[src/rtl/branch_predict_unit.sv]
// rtl/branch_predict_unit.sv - dynamic branch predictor and misprediction recovery controller
//
// Purpose: predicts conditional branches at decode from a direct-mapped table
// of saturating counters (or a static policy), resolves them one cycle later
// from the register operands, and issues flush plus recovery select on a miss.
//
// Ports:
//   clk, rst          rising-edge clock, synchronous active-high reset
//   hold              pipeline stall, freezes all state
//   branch_op         decode op: 0 none, 1 beq, 2 bne, 3 jump
//   pc_decode         PC of the decode-stage instruction
//   data_reg1/2       branch operands, valid in the resolve cycle
//   branch_addr_mux   registered prediction: 1 = fetch from branch target
//   adder_mux         pulse: recover to sequential path
//   branch_redirect   pulse: recover to branch target
//   flush             pulse on any misprediction
//   stat_branches     saturating resolved-branch count
//   stat_mispredicts  saturating misprediction count
module branch_predict_unit #(
  parameter int ADDR_W   = 32,
  parameter int IDX_W    = 6,
  parameter int CTR_W    = 2,
  parameter int INIT_CTR = 1,
  parameter int MODE     = 2
) (
  input  logic              clk,
  input  logic              rst,
  input  logic              hold,
  input  logic [1:0]        branch_op,
  input  logic [ADDR_W-1:0] pc_decode,
  input  logic [31:0]       data_reg1,
  input  logic [31:0]       data_reg2,
  output logic              branch_addr_mux,
  output logic              adder_mux,
  output logic              branch_redirect,
  output logic              flush,
  output logic [15:0]       stat_branches,
  output logic [15:0]       stat_mispredicts
);

  localparam int DEPTH = 1 << IDX_W;
  localparam logic [CTR_W-1:0] CTR_MAX = '1;
  localparam logic [CTR_W-1:0] CTR_THR = CTR_W'(1) << (CTR_W - 1);

  logic [CTR_W-1:0] ctrTable [DEPTH];

  logic             pendValid;
  logic [1:0]       pendOp;
  logic [IDX_W-1:0] pendIdx;
  logic             pendPred;

  logic [IDX_W-1:0] lookupIdx;
  logic             unusedPcBits;
  logic             isCond;
  logic             predNow;
  logic             lookupNow;
  logic             resolveNow;
  logic             actual;
  logic             mispredict;
  logic [CTR_W-1:0] curCtr;
  logic [CTR_W-1:0] ctrNext;

  assign lookupIdx    = pc_decode[IDX_W+1:2];
  assign unusedPcBits = ^{pc_decode[ADDR_W-1:IDX_W+2], pc_decode[1:0]};

  always_comb begin
    isCond     = (branch_op == 2'd1) || (branch_op == 2'd2);
    resolveNow = pendValid && !hold;
    actual     = (pendOp == 2'd1) ? (data_reg1 == data_reg2) : (data_reg1 != data_reg2);
    mispredict = resolveNow && (actual != pendPred);
    // A branch arriving while the older one mispredicts is on the wrong path.
    lookupNow  = isCond && !hold && !mispredict;

    case (MODE)
      0:       predNow = 1'b0;
      1:       predNow = 1'b1;
      default: predNow = (ctrTable[lookupIdx] >= CTR_THR);
    endcase

    curCtr = ctrTable[pendIdx];
    if (actual)
      ctrNext = (curCtr == CTR_MAX) ? curCtr : curCtr + CTR_W'(1);
    else
      ctrNext = (curCtr == '0) ? curCtr : curCtr - CTR_W'(1);
  end

  always_ff @(posedge clk) begin
    if (rst) begin
      for (int i = 0; i < DEPTH; i++) ctrTable[i] <= CTR_W'(INIT_CTR);
      pendValid        <= 1'b0;
      pendOp           <= 2'd0;
      pendIdx          <= '0;
      pendPred         <= 1'b0;
      branch_addr_mux  <= 1'b0;
      adder_mux        <= 1'b0;
      branch_redirect  <= 1'b0;
      flush            <= 1'b0;
      stat_branches    <= 16'd0;
      stat_mispredicts <= 16'd0;
    end else begin
      flush           <= 1'b0;
      adder_mux       <= 1'b0;
      branch_redirect <= 1'b0;
      if (!hold) begin
        branch_addr_mux <= lookupNow ? predNow : 1'b0;
        // A lookup in the resolve cycle reloads pending; otherwise it drains.
        if (lookupNow) begin
          pendValid <= 1'b1;
          pendOp    <= branch_op;
          pendIdx   <= lookupIdx;
          pendPred  <= predNow;
        end else begin
          pendValid <= 1'b0;
        end
        if (resolveNow) begin
          if (stat_branches != 16'hFFFF) stat_branches <= stat_branches + 16'd1;
          if (mispredict) begin
            if (stat_mispredicts != 16'hFFFF) stat_mispredicts <= stat_mispredicts + 16'd1;
            flush           <= 1'b1;
            adder_mux       <= pendPred;
            branch_redirect <= !pendPred;
          end
          if (MODE == 2) ctrTable[pendIdx] <= ctrNext;
        end
      end
    end
  end

endmodule

[config.mk]
export PLATFORM = sky130hd
export DESIGN_NAME = branch_predict_unit
export DESIGN_NICKNAME = d
export VERILOG_FILES = /design/src/rtl/branch_predict_unit.sv
export SDC_FILE = /design/constraint.sdc
export NUM_CORES = 1
export LEC_CHECK = 0
export CORE_AREA = 2 2 238 146
export CTS_CLUSTER_DIAMETER = 40
export CTS_CLUSTER_SIZE = 8
export DETAILED_ROUTE_END_ITERATION = 8
export DIE_AREA = 0 0 240 148
export PLACE_DENSITY = 0.49
export SYNTH_ARGS = -nofsm -noshare
export SYNTH_HDL_FRONTEND = slang
export SYNTH_SLANG_ARGS = --single-unit
[constraint.sdc]
create_clock -name clk -period 2.8 [get_ports clk]
set_input_delay 0.84 -clock clk [delete_from_list [all_inputs] [get_ports clk]]
set_output_delay 0.84 -clock clk [all_outputs]
set_load 0.02 [all_outputs]
# ---- After elaboration in Yosys (flattened, before gate mapping)
# Memory sizes are Yosys's and may differ from the RTL's. A register that Yosys moved wholly into a read port is not among the register bits.
# Cells that the tools add are included.
dict set report totals {
  ff_bits 46
  inputBits 101
  ram_bits 128
  mem_count 1
  word_cells 61
}
dict set report op_classes {
  eq_ne 9
  bitwise 3
  muxes 18
  n_addsub 4
  n_reduce_logical 15
  magnitude_cmp 1
}
# memory words width rd rd_clocked_by_memory_dff write_ports line
set mem_list {}
lappend mem_list {ctrTable 64 2 2 1 64 45} ;# logic [CTR_W-1:0] ctrTable [DEPTH];
# op n
set ops {}
lappend ops {{$add 16x1->16 const B} 2}
lappend ops {{$eq 32x32->1} 1}
lappend ops {{$ne 16x16->1 const B} 2}
lappend ops {{$ne 32x32->1} 1}
lappend ops {{$mux 6} 3}
lappend ops {{$mux 1} 11}
lappend ops {{$mux 2} 4}
lappend ops {{$eq 2x1->1 const B} 2}
lappend ops {{$eq 2x2->1 const B} 2}
lappend ops {{$logic_and 1x1->1} 4}
lappend ops {{$reduce_and 4->1} 1}
lappend ops {{$reduce_or 4->1} 1}
lappend ops {{$logic_not 1->1} 3}
lappend ops {{$not 1->1} 3}
lappend ops {{$reduce_and 3->1} 1}
lappend ops {{$reduce_or 3->1} 1}
lappend ops {{$add 2x1->2 const B} 1}
lappend ops {{$ge 2x2->1 const B} 1}
lappend ops {{$logic_not 2->1} 1}
lappend ops {{$reduce_and 2->1} 1}
lappend ops {{$reduce_or 2->1} 1}
lappend ops {{$sub 2x1->2 const B} 1}
lappend ops {{$logic_or 1x1->1} 1}
lappend ops {{$ne 1x1->1} 1}

# ---- Depth between registers and ports, before layout
# Gate-level depths: netlist (run 1).
dict set report depth {
  depth_word 9
  ltp_mapped 12
  mapped_depth_nobuf 7
}

# ---- Worst setup path after synthesis (run 1)
# OpenSTA, ideal clock, no wires.
dict set report synth_path {
  path_kind {input to register}
  start {input port pc_decode[2]}
  end {register branch_addr_mux}
  n_path_buf 2
  cell_stages 9
  path_slack_ps -21
  t_arrival_ps 2704
  cell_sequence {buf_2 > buf_2 > mux4_2 > a22oi_1 > nand2_1 > a211oi_1 > a21o_1 > nor2_1 > a32o_1}
}
dict set report synth_between {
  elab_chain_cells 3
}
# item line
set synth_rtl {}
lappend synth_rtl {{from (decl)} 30} ;# input logic [ADDR_W-1:0] pc_decode,
lappend synth_rtl {{$mem_v2 64x2} n/a}
lappend synth_rtl {{$ge 2x2->1} 77} ;# default: predNow = (ctrTable[lookupIdx] >= CTR_THR);
lappend synth_rtl {{$mux 1} 105} ;# branch_addr_mux <= lookupNow ? predNow : 1'b0;
lappend synth_rtl {{to (signal assigned)} 105}
lappend synth_rtl {{to (decl)} 33} ;# output logic branch_addr_mux,
# No other way between the ends.
# A chain may end at the register's enable or synchronous reset.

==> results of run 1 <==
-- cells in the mapped netlist (2+ instances only) --
master	n
sky130_fd_sc_hd__edfxtp_1	128
sky130_fd_sc_hd__nand2_1	109
sky130_fd_sc_hd__nor2_1	74
sky130_fd_sc_hd__nand3_1	55
sky130_fd_sc_hd__o21ai_0	53
sky130_fd_sc_hd__clkbuf_1	52
sky130_fd_sc_hd__dfxtp_1	52
sky130_fd_sc_hd__nor3_1	51
sky130_fd_sc_hd__mux4_2	47
sky130_fd_sc_hd__xor2_1	42
sky130_fd_sc_hd__a21oi_1	23
sky130_fd_sc_hd__mux2i_1	15
sky130_fd_sc_hd__a22oi_1	12
sky130_fd_sc_hd__nor2b_1	12
sky130_fd_sc_hd__buf_2	11
sky130_fd_sc_hd__buf_6	11
sky130_fd_sc_hd__o31ai_1	11
sky130_fd_sc_hd__or4_1	11
sky130_fd_sc_hd__nand4_1	10
sky130_fd_sc_hd__nor4_1	10
sky130_fd_sc_hd__and3_1	8
sky130_fd_sc_hd__or3_1	8
sky130_fd_sc_hd__xnor2_1	8
sky130_fd_sc_hd__and2_1	7
sky130_fd_sc_hd__inv_1	7
sky130_fd_sc_hd__nand2b_1	6
sky130_fd_sc_hd__and4_1	5
sky130_fd_sc_hd__mux2_2	5
sky130_fd_sc_hd__a31oi_1	3
sky130_fd_sc_hd__buf_1	3
sky130_fd_sc_hd__a2111oi_0	2
sky130_fd_sc_hd__a21o_1	2
sky130_fd_sc_hd__a31o_2	2
sky130_fd_sc_hd__buf_4	2
sky130_fd_sc_hd__ha_1	2
sky130_fd_sc_hd__o22ai_1	2
sky130_fd_sc_hd__or2_2	2
-- kinds of logic after synthesis --
family | Yosys count | synth area share, %
flops | 180 | 51.1
fa+ha+maj | 4 | 0.484
simple gates | 372 | 18.5
compound gates | 121 | 7.67
mux | 67 | 13.2
buf+inv | 87 | 4.50
xor+xnor | 50 | 4.58
-- power by group --
| group | leakage (nW) | total, mW | internal (mW) | switching [mW] |
|---|---|---|---|---|
| sequential | 1.52 | 2.95 | 2.89 | 0.0608 |
| clock | 0.275 | 2.47 | 1.39 | 1.08 |
| combinational | 2.75 | 1.32 | 0.615 | 0.701 |
-- sequential cells by signal (all words and copies together), names as in the netlist, 2 cells and up, named ones only --
signal,cells
pendIdx,6
stat_branches,16
ctrTable,128
pendOp,2
stat_mispredicts,16
-- worst max path at each step --
stage / startpoint / end / slack, ns / depth (start not counted)
6_report: flip-flop / ctrTable[16][0] / -0.19 / 10
3_5_place_dp: data_reg2[24] / ctrTable[41][0] / -0.93 / 10
4_1_cts: data_reg1[17] / stat_mispredicts[15] / -0.07 / 12
2_1_floorplan: data_reg2[23] / pendOp[1] / 0.03 / 9
5_1_grt: flip-flop / ctrTable[48][0] / -0.24 / 10
3_3_place_gp: data_reg2[19] / ctrTable[40][0] / -0.79 / 9
-- critical path, stage by stage, from the launching register on --
cell and delay, ns:
sky130_fd_sc_hd__dfxtp_4 0.42, sky130_fd_sc_hd__buf_12 0.15, sky130_fd_sc_hd__buf_4 0.12, sky130_fd_sc_hd__mux4_2 0.29, sky130_fd_sc_hd__and2_0 0.17, sky130_fd_sc_hd__a2111oi_1 0.40, sky130_fd_sc_hd__a311oi_1 0.11, sky130_fd_sc_hd__a22oi_2 0.29
sky130_fd_sc_hd__maj3_4 0.42, sky130_fd_sc_hd__clkbuf_16 0.24, sky130_fd_sc_hd__nand3_1 0.08
-- final cells by class --
cell class / instances / area, um2 / area share, %
flip-flops and latches: 180 / 4890 / 36.3
multi-input cells: 614 / 4760 / 35.4
repair buffers: 239 / 2620 / 19.4
well taps: 459 / 574 / 4.26
clock buffers: 17 / 425 / 3.16
clock inverters: 15 / 164 / 1.22
inverters: 8 / 30.0 / 0.223
-- layer usage --
metal  GRT usage [%]  wire, um
met4            3.94       260
met2            22.0     12900
met1            27.7     16100
met5               0         0
met3            4.95      2580
-- per-stage QoR --
step	hold slack, ns	setup TNS (ns)	instance area, um2
6_report	0.465	-13.64	13500
3_3_place_gp	0.450	-116.84	11900
4_1_cts	0.467	-1.30	12700
5_1_grt	0.498	-20.43	13500
2_1_floorplan	0.430	0	9570
3_5_place_dp	0.456	-136.81	11900
-- what timing repair did --
action	4_1_cts	5_1_grt
buffers inserted	2	9
hold buffers	0	0
endpoints found under the hold margin	0	0
pin swaps	47	29
gates resized for setup	63	142
setup endpoints to repair	161	162
cloned	2	11
-- cell usage in the layout, fill, tap and decap left out, types with 9 or more instances in the layout --
cell type,synthesis,layout
sky130_fd_sc_hd__nor3_2,0,13
sky130_fd_sc_hd__buf_4,2,84
sky130_fd_sc_hd__edfxtp_1,128,128
sky130_fd_sc_hd__o21ai_0,53,52
sky130_fd_sc_hd__xor2_1,42,36
sky130_fd_sc_hd__buf_12,0,26
sky130_fd_sc_hd__nand2_1,109,107
sky130_fd_sc_hd__dfxtp_1,52,50
sky130_fd_sc_hd__dlygate4sd2_1,0,25
sky130_fd_sc_hd__nand4_1,10,10
sky130_fd_sc_hd__nand3_1,55,38
sky130_fd_sc_hd__buf_6,11,10
sky130_fd_sc_hd__nor2_4,0,10
sky130_fd_sc_hd__mux2i_1,15,10
sky130_fd_sc_hd__nor2b_1,12,11
sky130_fd_sc_hd__a22oi_1,12,9
sky130_fd_sc_hd__a21oi_1,23,15
sky130_fd_sc_hd__clkdlybuf4s50_1,0,47
sky130_fd_sc_hd__nand3_2,0,17
sky130_fd_sc_hd__dlymetal6s2s_1,0,29
sky130_fd_sc_hd__nor3_1,51,38
sky130_fd_sc_hd__nor2_1,74,59
sky130_fd_sc_hd__mux4_2,47,47
sky130_fd_sc_hd__clkbuf_16,0,26
==> results.md, run 1 <==
- Synthesized net count: 984
- Total of max-cap violations: 0
- End point of the most critical hold path: pendOp[0]
- Maximum VDD drop: 0.000480 V
- Buffer cell driving the clock tree root: sky130_fd_sc_hd__clkbuf_16
- Critical path launch point type: flip-flop
- Count of standard-cell rows: 52
- Crit path capture type: flip-flop
- Violated checks: setup timing
- Number of global-route vias before repair: 7097
- Worst setup skew after layout: 0.00906 ns
- Prevailing post-synth register cell: sky130_fd_sc_hd__edfxtp_1
- Hold Path Stages: 2
- Cell count after synthesis: 881
- Fraction of final layout cells sized beyond drive strength 1: 29.5%
- Mapped cell area: 0.00956 mm2
- Pin count of the biggest net entering global routing: 44
- Average size of a mapped cell: 10.9 um2
- Critical Setup Path Class: reg -> reg
- Worst-path clk slew: 0.07 ns
- Final worst path period need: 2.99 ns
- Total number of clock tree sinks: 180
- Final worst setup slack: -0.186 ns
- Overall global routing resource usage: 17.2%
- Count of state elements after synthesis: 180
- Cell types occupying the most area after synthesis: sky130_fd_sc_hd__edfxtp_1, sky130_fd_sc_hd__mux4_2, sky130_fd_sc_hd__dfxtp_1, sky130_fd_sc_hd__nand2_1, sky130_fd_sc_hd__xor2_1
- Maximum clock insertion buffer count: 2
- Proportion of netlist area held by the largest area contributor: 40.2%
- Clock buffers created by TritonCTS: 17
- Residual overflow from global routing: 0
- Netlist cell types: 55
- Overall die height: 148 um
- Width of the die: 240 um
- Antenna Cells: 0
- Total power density per cell area: 500 mW/mm2
- Fraction of registers with async set/reset: 0%
- Class of the tightest hold or removal check: reg -> reg
- Endpoint of the worst register-to-register path: ctrTable[16][0]
- Maximum fanout count along the critical path: 9
- Post-placement cell count: 1476
- RD Place Congestion: 0.814
- H-tree depth: 4
- Quantity of I/O buffers inserted on ports: 110
- Post-detailed-route wirelength per cell: 20.8 um
- Post-route DRC: 0
- First-pass GRT wire length: 44600 um
- CP Data Arrival Time: 3.16 ns
- Result of the run: complete, but fails checks
- Post-detailed-route count of antenna-violating nets: 0
- Transition time at the pin with the least slew margin: 0.851 ns
- Post-route core utilization: 40.4%
- Post-layout instance count excluding filler cells: 1532
- Clock network latency to the later pin of the worst-skew pair: 0.46 ns
- Total number of nets in the final design: 1163
- Yosys synthesis warning count: 0
- Headroom to the max-slew limit: 43.1%
- Maximum achievable frequency: 335 MHz
- Leakage: 4.55 nW
- Pre-CTS setup slack: -0.934 ns
- Post-DP HPWL: 21600 um
- Total routed wirelength: 31800 um
- Antenna violations before repair: 0
- Power consumption: 6.74 mW
- Count of fill cells added during filler insertion: 3265
- Final Slew Violations: 0
- Minimum setup slack among reg-to-reg paths: -0.19 ns
- Critical path required time: 2.98 ns
- Hold Violations, Final: 0
- R2R cell count: 10
- Area growth from synthesis to layout: 40.8%
- Via count: 7866
- Number of setup violations in the final report: 115
- HP Start: pendOp[0]
- Post-route fraction of the period consumed by the critical path: 107%
- Post-synth EDFFs: 128
- DR iter-0 viols: 807
- Vias per Instance: 5.13
- Initial Utilization: 28.7%
- Unrepaired setup endpoints after global routing: yes
- Share of synthesized area occupied by flip-flops and latches: 51.1%
- Boundary pin count: 137
- CTS tree: yes
- Cell type with the highest aggregate area in the netlist: sky130_fd_sc_hd__edfxtp_1
- First-pass detailed-route iteration total: 5
- Die area: 0.0355 mm2
- Core ar.: 0.0333 mm2
(Power assumes the default switching activity.)
==> run 2: changes to the inputs <==
--- a/config.mk
+++ b/config.mk
@@ -10,6 +10,7 @@
 export CTS_CLUSTER_SIZE = 8
 export DETAILED_ROUTE_END_ITERATION = 8
 export DIE_AREA = 0 0 240 148
+export GPL_ROUTABILITY_DRIVEN = 0
 export PLACE_DENSITY = 0.49
 export SYNTH_ARGS = -nofsm -noshare
 export SYNTH_HDL_FRONTEND = slang
==> results of run 2 <==
No change in the layout: final DEF, timing and power equal those of run 1.
==> run 3: changes to the inputs <==
--- a/config.mk
+++ b/config.mk
@@ -15,3 +15,4 @@
 export SYNTH_ARGS = -nofsm -noshare
 export SYNTH_HDL_FRONTEND = slang
 export SYNTH_SLANG_ARGS = --single-unit
+export TNS_END_PERCENT = 1
==> run 3 against run 2 <==
The flow still finishes with violations (setup timing); non-clock buffer count fell by 2; fmax rose by 1.5%; die area did not move; power fell by 0.29%; final cell count barely moved; routed wire length fell by 1.7%; sequential cell count did not move; combinational power barely moved; largest cell class unchanged.
==> results.md, run 3 (synthesized netlist as in run 1, its figures left out) <==
- Leakage: 4.38 nW (-3.6%)
- Post-route fraction of the period consumed by the critical path: 105% (-1.6 points)
- Area growth from synthesis to layout: 39.0%
- Post-detailed-route count of antenna-violating nets: 0 (unchanged)
- Result of the run: complete, but fails checks
- First-pass detailed-route iteration total: 5 (unchanged)
- Buffer cell driving the clock tree root: sky130_fd_sc_hd__clkbuf_16
- GR met1 Demand/Resource: 27.7% (about the same)
- Post-DP HPWL: 21600 um (unchanged)
- Most flops, register: ctrTable
- Vias per Instance: 5.13 (-0.11%)
- Clock buffers created by TritonCTS: 17 (unchanged)
- Die area: 0.0355 mm2 (unchanged)
- Headroom to the max-slew limit: 35.7% (-7.3 points)
- Post-detailed-route wirelength per cell: 20.4 um (-1.6%)
- Residual overflow from global routing: 0 (unchanged)
- Final Slew Violations: 0 (unchanged)
- Total of max-cap violations: 0 (unchanged)
- Post-route DRC: 0 (unchanged)
- H-tree depth: 4 (unchanged)
- Number of setup violations in the final report: 128 (+11%)
- Final instance area: 0.0133 mm2 (-1.3%)
- Flip-flop count of the largest register after layout: 128 (unchanged)
- Count of fill cells added during filler insertion: 3272 (+0.21%)
- Critical path launch point type: flip-flop
- Overall die height: 148 um (unchanged)
- CP Data Arrival Time: 3.26 ns (+0.10 ns)
- Hold Violations, Final: 0 (unchanged)
- Layer carrying the most global-route usage: met1
- Initial Utilization: 28.7% (unchanged)
- Number of global-route vias before repair: 7093 (-0.056%)
- Most common cell after layout, fill and taps aside: sky130_fd_sc_hd__edfxtp_1
- Via count: 7852 (-0.18%)
- Worst setup skew after layout: 0.00796 ns (-0.00110 ns)
- Total routed wirelength: 31300 um (-1.7%)
- Critical path required time: 3.12 ns (+0.14 ns)
- Core ar.: 0.0333 mm2 (unchanged)
- Maximum achievable frequency: 340 MHz (+1.5%)
- Post-route core utilization: 39.9% (-0.51 points)
- Crit path capture type: flip-flop
- Maximum clock insertion buffer count: 2 (unchanged)
- Clock network latency to the later pin of the worst-skew pair: 0.46 ns (about the same)
- Fraction of final layout cells sized beyond drive strength 1: 28.1% (-1.4 points)
- Leading registers by flop count: ctrTable: 128 flops, stat_branches: 16 flops, stat_mispredicts: 16 flops
- Total power density per cell area: 505 mW/mm2 (+0.99%)
- Final worst setup slack: -0.141 ns (+0.0445 ns)
- Class of the tightest hold or removal check: reg -> reg
- Post-place instance area: 0.0119 mm2 (unchanged)
- Total number of clock tree sinks: 180 (unchanged)
- Met3 layer usage reported by global route: 5.00% (+0.056 points)
- Critical Setup Path Class: reg -> reg
- Transition time at the pin with the least slew margin: 0.960 ns (+0.110 ns)
- Width of the die: 240 um (unchanged)
- Commonest cells after routing, fill and taps aside: sky130_fd_sc_hd__edfxtp_1, sky130_fd_sc_hd__nand2_1, sky130_fd_sc_hd__buf_4
- Maximum fanout count along the critical path: 7 (-2)
- DR iter-0 viols: 772 (-4.3%)
- First-pass GRT wire length: 44600 um (about the same)
- Unrepaired setup endpoints after global routing: yes
- Maximum VDD drop: 0.000477 V (-0.76%)
- Total number of nets in the final design: 1162 (-0.086%)
- CTS tree: yes
- GR Util met2: 21.9% (-0.072 points)
- Violated checks: setup timing
- Antenna Cells: 0 (unchanged)
- Quantity of I/O buffers inserted on ports: 110 (unchanged)
- Overall global routing resource usage: 17.2% (about the same)
- Boundary pin count: 137 (unchanged)
- Count of standard-cell rows: 52 (unchanged)
- Pin count of the biggest net entering global routing: 44 (unchanged)
- Antenna violations before repair: 0 (unchanged)
- Final worst path period need: 2.94 ns (-0.0445 ns)
- Worst-path clk slew: 0.07 ns (about the same)
==> run 3: cell types whose count changed in the layout (fill, tap and decap cells not counted), moves of 4 or more <==
cell / change
sky130_fd_sc_hd__nor3_1: +10
sky130_fd_sc_hd__dlymetal6s2s_1: -13
sky130_fd_sc_hd__nor2_1: +15
sky130_fd_sc_hd__or4_1: +5
sky130_fd_sc_hd__or4_4: -5
sky130_fd_sc_hd__nor2_2: -6
sky130_fd_sc_hd__nor3_2: -10
sky130_fd_sc_hd__nand3_1: -24
sky130_fd_sc_hd__nand3_2: +24
sky130_fd_sc_hd__nor2_4: -9
sky130_fd_sc_hd__buf_12: -4
sky130_fd_sc_hd__buf_4: +5
sky130_fd_sc_hd__clkdlybuf4s50_1: +13
==> run 3: routing by layer <==
layer  part of all wire, %  wire, um
met1                    50     15700
met2                    40     12700
met3                   8.3      2610
met4                  0.90       281
met5                     0         0
==> run 3: per-stage QoR <==
step	TNS [ns]	power (mW)	worst slack, ns	cells	hold WS [ns]
6_report	-8.46	6.72	-0.141	1531	0.465
5_1_grt	-17.88	6.94	-0.182	1531	0.498
4_1_cts	-1.30	6.46	-0.0727	1512	0.467
3_5_place_dp	-136.81	3.96	-0.934	1476	0.456
3_3_place_gp	-116.84	3.96	-0.790	1476	0.450
2_1_floorplan	0	3.53	0.0323	881	0.430
==> run 3: power breakdown <==
group          switching (mW)  total [mW]  internal, mW
Clock                    1.07        2.46          1.39
Combinational           0.695        1.30         0.604
Sequential             0.0602        2.95          2.89
Total                    1.83        6.72          4.89
==> run 3: final timing paths <==
kind	cells past startpoint	slack (ns)	endpoint	start
setup / recovery	9	-0.14	ctrTable[16][0]	flip-flop
hold / removal	2	0.47	pendOp[0]	pendOp[0]
setup reg to reg	9	-0.14	ctrTable[16][0]	flip-flop
hold reg to reg	2	0.47	pendOp[0]	pendOp[0]
==> run 3: area by class of cell <==
type	instances	area [um2]	share of cell area [%]
clock buffers	17	425	3.20
clock inverters	15	164	1.23
multi-input cells	615	4730	35.6
repair buffers	237	2480	18.7
inverters	8	30.0	0.226
well taps	459	574	4.32
flip-flops and latches	180	4890	36.8
==> run 3: repair_timing <==
| item | in CTS | in global routing |
|---|---|---|
| endpoints found under the hold margin | 0 | 0 |
| pin swaps | 47 | 45 |
| cloned | 2 | 9 |
| resized for setup | 65 | 100 |
| endpoints found under the setup margin | 161 | 162 |
| hold buffers | 0 | 0 |
| buffers inserted | 2 | 10 |
==> run 3: critical path: stages (launching register included) <==
cell                        delay (ns)
sky130_fd_sc_hd__dfxtp_4          0.38
sky130_fd_sc_hd__buf_12           0.13
sky130_fd_sc_hd__buf_12           0.13
sky130_fd_sc_hd__mux4_2           0.51
sky130_fd_sc_hd__a211o_1          0.34
sky130_fd_sc_hd__a31o_2           0.28
sky130_fd_sc_hd__a22o_4           0.28
sky130_fd_sc_hd__maj3_4           0.45
sky130_fd_sc_hd__clkbuf_16        0.22
sky130_fd_sc_hd__nand3_2          0.06
